===== src/rtl/fir_coef_loader.sv =====
// Byte-serial coefficient frame receiver for fir_core: assembles, checksums and
// burst-writes NUM_TAPS coefficients, so that a bad or stalled frame never reaches the FIR.
module fir_coef_loader #(
  parameter int         NUM_TAPS  = 64,
  parameter int         ADDR_W    = 6,
  parameter logic [7:0] SYNC_BYTE = 8'hA5,
  parameter int         TIMEOUT   = 1024
) (
  input  logic              clk2,
  input  logic              rst,
  input  logic [7:0]        s_data,
  input  logic              s_valid,
  output logic              s_ready,
  output logic [15:0]       cin,
  output logic [ADDR_W-1:0] caddr,
  output logic              cload,
  output logic              busy,
  output logic              load_done,
  output logic              load_err
);

  localparam int GW = $clog2(TIMEOUT + 1);

  typedef enum logic [2:0] {
    IDLE,
    RX_HI,
    RX_LO,
    CHK,
    WRITE
  } state_t;

  state_t            state_q;
  logic [7:0]        hiByte_q;
  logic [7:0]        runXor_q;
  logic [ADDR_W-1:0] byteIdx_q;
  logic [GW-1:0]     gapCnt_q;
  logic              sReady_q;
  logic [15:0]       cin_q;
  logic [ADDR_W-1:0] caddr_q;
  logic              cload_q;
  logic              busy_q;
  logic              loadDone_q;
  logic              loadErr_q;
  logic [15:0]       shadow_q [NUM_TAPS];

  logic xfer;
  logic rxActive;
  logic gapExpired;

  assign xfer       = s_valid & sReady_q;
  assign rxActive   = (state_q == RX_HI) || (state_q == RX_LO) || (state_q == CHK);
  assign gapExpired = rxActive && !xfer && (gapCnt_q == GW'(TIMEOUT - 1));

  // Shadow buffer has no reset: it is only ever read after a full frame has refilled it.
  always_ff @(posedge clk2) begin
    if (state_q == RX_LO && xfer) begin
      shadow_q[byteIdx_q] <= {hiByte_q, s_data};
    end
  end

  always_ff @(posedge clk2 or posedge rst) begin
    if (rst) begin
      state_q    <= IDLE;
      hiByte_q   <= '0;
      runXor_q   <= '0;
      byteIdx_q  <= '0;
      gapCnt_q   <= '0;
      sReady_q   <= 1'b1;
      cin_q      <= '0;
      caddr_q    <= '0;
      cload_q    <= 1'b0;
      busy_q     <= 1'b0;
      loadDone_q <= 1'b0;
      loadErr_q  <= 1'b0;
    end else begin
      loadDone_q <= 1'b0;
      loadErr_q  <= 1'b0;

      if (rxActive) begin
        gapCnt_q <= xfer ? '0 : gapCnt_q + 1'b1;
      end

      case (state_q)
        IDLE: begin
          if (xfer && s_data == SYNC_BYTE) begin
            byteIdx_q <= '0;
            runXor_q  <= '0;
            gapCnt_q  <= '0;
            busy_q    <= 1'b1;
            state_q   <= RX_HI;
          end
        end

        RX_HI: begin
          if (xfer) begin
            hiByte_q <= s_data;
            runXor_q <= runXor_q ^ s_data;
            state_q  <= RX_LO;
          end
        end

        RX_LO: begin
          if (xfer) begin
            runXor_q <= runXor_q ^ s_data;
            if (byteIdx_q == ADDR_W'(NUM_TAPS - 1)) begin
              state_q <= CHK;
            end else begin
              byteIdx_q <= byteIdx_q + 1'b1;
              state_q   <= RX_HI;
            end
          end
        end

        // First strobe is issued straight from the checksum edge so cload spans exactly NUM_TAPS cycles.
        CHK: begin
          if (xfer) begin
            if (s_data == runXor_q) begin
              sReady_q <= 1'b0;
              cload_q  <= 1'b1;
              caddr_q  <= '0;
              cin_q    <= shadow_q[0];
              state_q  <= WRITE;
            end else begin
              loadErr_q <= 1'b1;
              busy_q    <= 1'b0;
              state_q   <= IDLE;
            end
          end
        end

        WRITE: begin
          if (caddr_q == ADDR_W'(NUM_TAPS - 1)) begin
            cload_q    <= 1'b0;
            loadDone_q <= 1'b1;
            sReady_q   <= 1'b1;
            busy_q     <= 1'b0;
            state_q    <= IDLE;
          end else begin
            caddr_q <= caddr_q + 1'b1;
            cin_q   <= shadow_q[caddr_q + 1'b1];
          end
        end

        default: begin
          sReady_q <= 1'b1;
          cload_q  <= 1'b0;
          busy_q   <= 1'b0;
          state_q  <= IDLE;
        end
      endcase

      if (gapExpired) begin
        loadErr_q <= 1'b1;
        busy_q    <= 1'b0;
        state_q   <= IDLE;
      end
    end
  end

  assign s_ready   = sReady_q;
  assign cin       = cin_q;
  assign caddr     = caddr_q;
  assign cload     = cload_q;
  assign busy      = busy_q;
  assign load_done = loadDone_q;
  assign load_err  = loadErr_q;

endmodule


===== config.mk =====
export PLATFORM = sky130hd
export DESIGN_NAME = fir_coef_loader
export DESIGN_NICKNAME = d
export VERILOG_FILES = /design/src/rtl/fir_coef_loader.sv
export SDC_FILE = /design/constraint.sdc
export NUM_CORES = 1
export LEC_CHECK = 0
export ABC_AREA = 1
export BUFFER_PORTS_ARGS = -buffer_cell sky130_fd_sc_hd__clkbuf_2
export CAP_MARGIN = 20
export CELL_PAD_IN_SITES_DETAIL_PLACEMENT = 0
export CELL_PAD_IN_SITES_GLOBAL_PLACEMENT = 1
export CORE_MARGIN = 4
export CORE_UTILIZATION = 55
export CTS_BUF_LIST = sky130_fd_sc_hd__clkbuf_16
export CTS_CLUSTER_DIAMETER = 60
export DETAILED_ROUTE_END_ITERATION = 10
export GPL_ROUTABILITY_DRIVEN = 0
export PLACE_DENSITY_LB_ADDON = 0.12
export SLEW_MARGIN = 5
export SYNTH_ARGS = -nofsm -noshare
export SYNTH_HDL_FRONTEND = slang
export SYNTH_SLANG_ARGS = --single-unit

===== constraint.sdc =====
create_clock -name clk2 -period 7.2 [get_ports clk2]
set_input_delay 0 -clock clk2 [delete_from_list [all_inputs] [get_ports clk2]]
set_output_delay 0 -clock clk2 [all_outputs]
set_load 0.02 [all_outputs]

==> impl_metrics.yaml, run 1 <==
status:
  status: "complete, no violations"
synthesis:
  synth_ff_type: "edfxtp_1"
  netlist_instances: 4257
  yosysTopAreaCell: "edfxtp_1"
  yosysTopAreaCellShare_pct: 66.67
  ys_ff_latch: 1087
  synth-async-reset-ratio_pct: 5.796
  syn-num-nets: 4271
  synth-edff-count: 1024
  syn_avg_cell_area_um2: 10.83
  synth.area.top_cells: "edfxtp_1 (67%), nand2_1 (13%), nand3_1 (6.7%), dfrtp_1 (3.4%), inv_1 (2.2%)"
  synth-seq-area-share_pct: 70.09
  yosysWarnings: 0
  ys_types: 45
  netlist_area_mm2: 0.04612
clock_network:
  clk_latency_ps: 680
  cts.clk_slew.worst_paths_ps: 60
  cts_buffers: 112
  cts_setup_buffers: 0
  cts.path.max_buffers: 3
  tritoncts: "yes"
  cts.sinks: 1087
  cts-root-buf: "clkbuf_16"
  cts_max_level: 3
power_and_ir_drop:
  p_leak_nw: 20.83
  p_int_mw: 10.10
  pwr-share-seq_pct: 54.8
  total_power_mw: 12.53
  p_per_area_mw_per_mm2: 247.1
  p_clk_share_pct: 44.6
  p_sw_mw: 2.432
  power_frac_comb_pct: 0.6
  swShare_pct: 19.41
  peakVddDrop_mv: 0.2202
detailed_routing:
  first_iter_violations: 3660
  drt_pre_antenna_iters: 6
  antenna_left: 0
  routed-via-count: 30794
  wl_per_cell_um: 23.10
  vias_per_cell: 5.655
  drt-total-wl_um: 125800
  drc: 0
sta:
  tightest_slew_ps: 1095
  skew_ps: 23.58
  relSlewSlack_pct: 27.02
  rsz0062_at_grt: "false"
  finalSetupTns_ps: 0
  finalCritPeriodShare_pct: 61.37
  hold_viol_final: 0
  setup-violations-final: 0
  slew_viol_final: 0
  hold_ws_ps: 2.591
  clock.fmax_ghz: 0.2263
  layout_min_cycle_time_ps: 4418
final_layout:
  multi_input_area_mm2: 0.01140
  drive_gt1_share_pct: 7.499
  final-seq-area_mm2: 0.03234
  fillers: 6661
  area_delta_synth_final_pct: 9.945
  fin_nets: 4296
global_routing:
  grt_max_degree: 241
  grt_pass1_vias: 28758
  grt_busiest_layer: "met2"
  met1_usage_pct: 40.58
  grt_pass1_wl_um: 187300
  grt_overflow: 0
  met2_usage_pct: 44.85
  grt_usage_pct: 28.12
  antenna_found_initial: 0
  gr-usage-met3_pct: 4.328
setup_path:
  max_stage_delay_ps: 970
  cp-end-kind: "register"
  cp_slowest_cell: "dfrtp_4"
  cp-start-kind: "register"
  critical_path_class: "reg -> reg"
  r2r-end: "cin[4]"
  path_cells: "ha_4 > inv_8 > buf_4 > nand3_1 > nand3_1 > nand3_1 > nand3_1 > nand3_1 > nand3_1 > nand2_1 > nand2_1"
  crit_family: "buffers and inverters"
  required_ps: 7820
  rrSetupSlack_ps: 2780
  r2r_start: "caddr[0]"
  cp.arrival_ps: 5030
  cp_max_fo: 130
  r2r_cells: 11
  worst-path-buf-inv: 2
  crit_top_cell: "nand3_1"
die:
  start_util_pct: 55.82
  die_w_um: 297.6
  io_pins: 38
  core_area_mm2: 0.08264
  die_y_um: 297.6
  die-area_mm2: 0.08856
  fp-row-count: 105
placed_design:
  io_buffers: 37
  hpwl_um: 65420
job:
  maxCapViolCount: 0
min_path:
  worst_hold_path_type: "in -> async"
-- tightest hold or removal path, delay by kind of cell --
kind | cells | cell delay (ps)
buffers and inverters | 3 | 1210
-- final cells by class --
| type | instances | share of cell area, % |
|---|---|---|
| flip-flops and latches | 1087 | 63.77 |
| multi-input cells | 2664 | 22.47 |
| clock buffers | 117 | 5.774 |
| well taps | 1070 | 2.640 |
| inverters | 277 | 2.105 |
| repair buffers | 140 | 2.028 |
| clock inverters | 89 | 1.199 |
| diodes | 1 | 0.004935 |
-- metal layers --
metal  share of wire (%)  vias to the layer above
li1                    -                    14366
met2                  47                     1242
met4                 2.9                        0
met5                   0                        -
met1                  42                    14991
met3                 8.1                      195
-- cells in the mapped netlist (13+ instances only) --
| master | n |
|---|---|
| nand2_1 | 1596 |
| edfxtp_1 | 1024 |
| nand3_1 | 619 |
| inv_1 | 265 |
| nor2_1 | 248 |
| buf_2 | 106 |
| o21ai_0 | 82 |
| dfrtp_1 | 62 |
| clkbuf_1 | 42 |
| buf_6 | 40 |
| o211ai_1 | 33 |
| buf_1 | 22 |
| buf_4 | 13 |
-- sequential cells by signal, summed over array words and instances, names as in the netlist --
signal / count
hiByte_q: 8
shadow_q: 1024
gapCnt_q: 11
load_done: 1
cload: 1
load_err: 1
cin: 16
runXor_q: 8
s_ready: 1
busy: 1
byteIdx_q: 6
caddr: 6
state_q: 3
-- cells by family after synthesis --
kind of cell             after synthesis  share of synthesized area [%]
AND/OR/NAND/NOR                     2497                          22.23
flip-flops                          1087                          70.09
buffers and inverters                506                          5.301
AO/OA/AOI/OAI                        145                          1.858
XOR/XNOR                              15                         0.3418
multiplexers                           4                        0.09765
adder cells (fa/ha/maj)                3                        0.08139
-- worst max path at each step --
stage                   from               to  slack [ps]  cells after the start
global route        caddr[0]           cin[4]        2570                     11
detailed placement  caddr[0]           cin[4]        2840                     11
CTS                 caddr[0]           cin[4]        2820                     11
floorplan            s_ready  shadow_q[10][0]        4790                      4
finish              caddr[0]           cin[4]        2780                     11
global placement    caddr[0]           cin[4]        2860                     11
-- what timing repair did --
action | CTS | global route
resized for setup | 0 | 0
endpoints found under the hold margin | 25 | 0
hold buffers | 3 | 0
-- layout by cell type, fill, tap and decap left out, types with 7 or more instances in the layout --
cell	Yosys	final
nand2_1	1596	1595
edfxtp_1	1024	1024
nand3_1	619	619
inv_1	265	297
nor2_1	248	248
clkbuf_16	0	117
buf_4	13	95
o21ai_0	82	82
dfrtp_1	62	53
o211ai_1	33	33
clkbuf_2	0	30
clkinv_1	1	27
clkinv_2	1	17
o21ai_1	10	10
nand4_1	9	9
inv_2	9	9
bufinv_16	0	9
a21oi_1	8	8
nor3_1	8	8
dfrtp_2	0	8
xor2_1	8	7
buf_2	106	7
-- power by group through the flow --
| stage | clock network, mW | registers, mW | logic, mW |
|---|---|---|---|
| after floorplan | 0 | 6.99 | 0.00892 |
| after global placement | 0 | 6.99 | 0.0768 |
| after detailed placement | 0 | 6.99 | 0.0780 |
| after CTS | 5.65 | 6.86 | 0.0793 |
| after global routing | 5.92 | 6.86 | 0.0846 |
| final | 5.59 | 6.86 | 0.0789 |
-- through the flow --
stage               util [%]  std cells  cell area (µm²)  setup slack, ps
finish                 61.37       5445            50710             2782
floorplan                  -       4257            46120             4792
global route           61.36       5444            50710             2575
CTS                    61.36       5444            50710             2823
detailed placement     57.05       5235            47140             2845
global placement       57.05       5235            47140             2864
No activity file was read; power rests on OpenSTA's default activity.
==> run 2, diff against run 1 <==
- CORE_UTILIZATION: 55 -> 51
- clock period: 7.2 -> 4.35 ns (I/O delays scaled with it)
==> impl_metrics.yaml, run 2 (synthesis results as in run 1) <==
min_path:
  worst_hold_path_type: "in -> async"
final_layout:
  most-common-layout-cells: "nand2_1 (1595), edfxtp_1 (1024), nand3_1 (619)"
  largest_reg_flops: 1024
  fin_nets: 4334
  final-seq-area_mm2: 0.03234
  layout_commonest_cell: "nand2_1"
  top_register: "shadow_q"
  finish.utilization_pct: 57.49
  area_delta_synth_final_pct: 12.01
  drive_gt1_share_pct: 8.377
  fillers: 7539
  multi_input_area_mm2: 0.01140
  antenna_cells: 0
setup_path:
  cp.arrival_ps: 3900
  cp-start-kind: "primary input"
  cp_max_fo: 65
  r2r_start: "state_q[2]"
  critical_path_class: "in -> reg"
  r2r-end: "runXor_q[1]"
  r2r_cells: 11
  required_ps: 4970
  rrSetupSlack_ps: 1220
  cp-end-kind: "register"
die:
  core_area_mm2: 0.08987
  start_util_pct: 51.32
  io_pins: 38
  die_y_um: 308.7
  die_w_um: 308.7
  die-area_mm2: 0.09531
  fp-row-count: 110
sta:
  tightest_slew_ps: 1084
  hold_ws_ps: 28.35
  hold_viol_final: 0
  clock.fmax_ghz: 0.3045
  finalSetupTns_ps: 0
  layout_min_cycle_time_ps: 3284
  slew_viol_final: 0
  finalCritPeriodShare_pct: 75.49
  relSlewSlack_pct: 27.76
  rsz0062_at_grt: "false"
  skew_ps: 39.42
  setup_ws_ps: 1066
  setup-violations-final: 0
detailed_routing:
  antenna_left: 0
  top_layer_used: "met4"
  routed-via-count: 30661
  drt_pre_antenna_iters: 7
  first_iter_violations: 3557
  drt-total-wl_um: 128800
  drt-met1-wl_um: 56060
  vias_per_cell: 5.482
  wl_met2_um: 60380
  wl_met3_um: 9320
  drc: 0
  wl_per_cell_um: 23.03
clock_network:
  cts_max_level: 3
  cts-root-buf: "clkbuf_16"
  cts_buffers: 113
  clk_latency_ps: 690
  cts_resized: 0
  cts.clk_slew.worst_paths_ps: 60
  cts.sinks: 1087
  cts_setup_buffers: 0
  tritoncts: "yes"
  cts.path.max_buffers: 3
placed_design:
  hpwl_um: 71540
  pre_cts_slack_ps: 1397
  io_buffers: 37
global_routing:
  antenna_found_initial: 1
  grt_usage_pct: 27.02
  grt_pass1_wl_um: 191100
  grt_max_degree: 190
  grt_overflow: 0
  grt_pass1_vias: 28744
status:
  status: "complete, no violations"
power_and_ir_drop:
  peakVddDrop_mv: 0.2841
  p_leak_nw: 21.18
  total_power_mw: 21.57
  p_per_area_mw_per_mm2: 417.5
job:
  maxCapViolCount: 0
-- run 2: how the worst max path moves through the flow --
stage	start	to
after CTS	s_data[4]	runXor_q[1]
after global routing	s_data[4]	runXor_q[1]
final	s_data[4]	runXor_q[1]
after global placement	caddr[0]	cin[15]
after floorplan	s_ready	shadow_q[10][0]
after detailed placement	caddr[0]	cin[9]
-- run 2: area by class of cell --
type / count / share of cell area, %
inverters: 277 / 2.061
flip-flops and latches: 1087 / 62.60
clock inverters: 94 / 1.775
clock buffers: 118 / 5.715
multi-input cells: 2664 / 22.06
well taps: 1176 / 2.848
repair buffers: 177 / 2.945
-- run 2: routing by layer --
| layer | vias to the layer above | track usage, % |
|---|---|---|
| li1 | 14433 | - |
| met1 | 14890 | 39.29 |
| met2 | 1168 | 43.70 |
| met3 | 170 | 3.642 |
| met4 | 0 | 6.692 |
| met5 | - | 0 |
-- run 2: repair_timing --
item                                    in CTS  in global routing
endpoints found under the hold margin       43                  0
hold buffers                                11                  0
endpoints found under the setup margin       0                  0
-- run 2: critical path, stage by stage --
cell and delay, ps:
dlygate4sd3_1 530, buf_2 130, buf_4 370, inv_1 190, nand4_1 80, dlygate4sd3_1 560
nor2_1 200, nand2_1 150, a21oi_4 360, nand3_1 110, dlygate4sd3_1 580, o21ai_1 80
dlygate4sd3_1 560
-- run 2: power by group --
group | leakage [nW] | switching (mW) | internal [mW]
sequential | 11.3 | 0 | 11.4
combinational | 7.92 | 0.129 | 0.0173
clock | 1.97 | 4.02 | 6.04
-- run 2: metrics by stage --
stage,cells,area [µm²]
floorplan,4257,46120
global placement,5368,47640
detailed placement,5370,47690
CTS,5593,51670
global route,5593,51670
finish,5593,51670
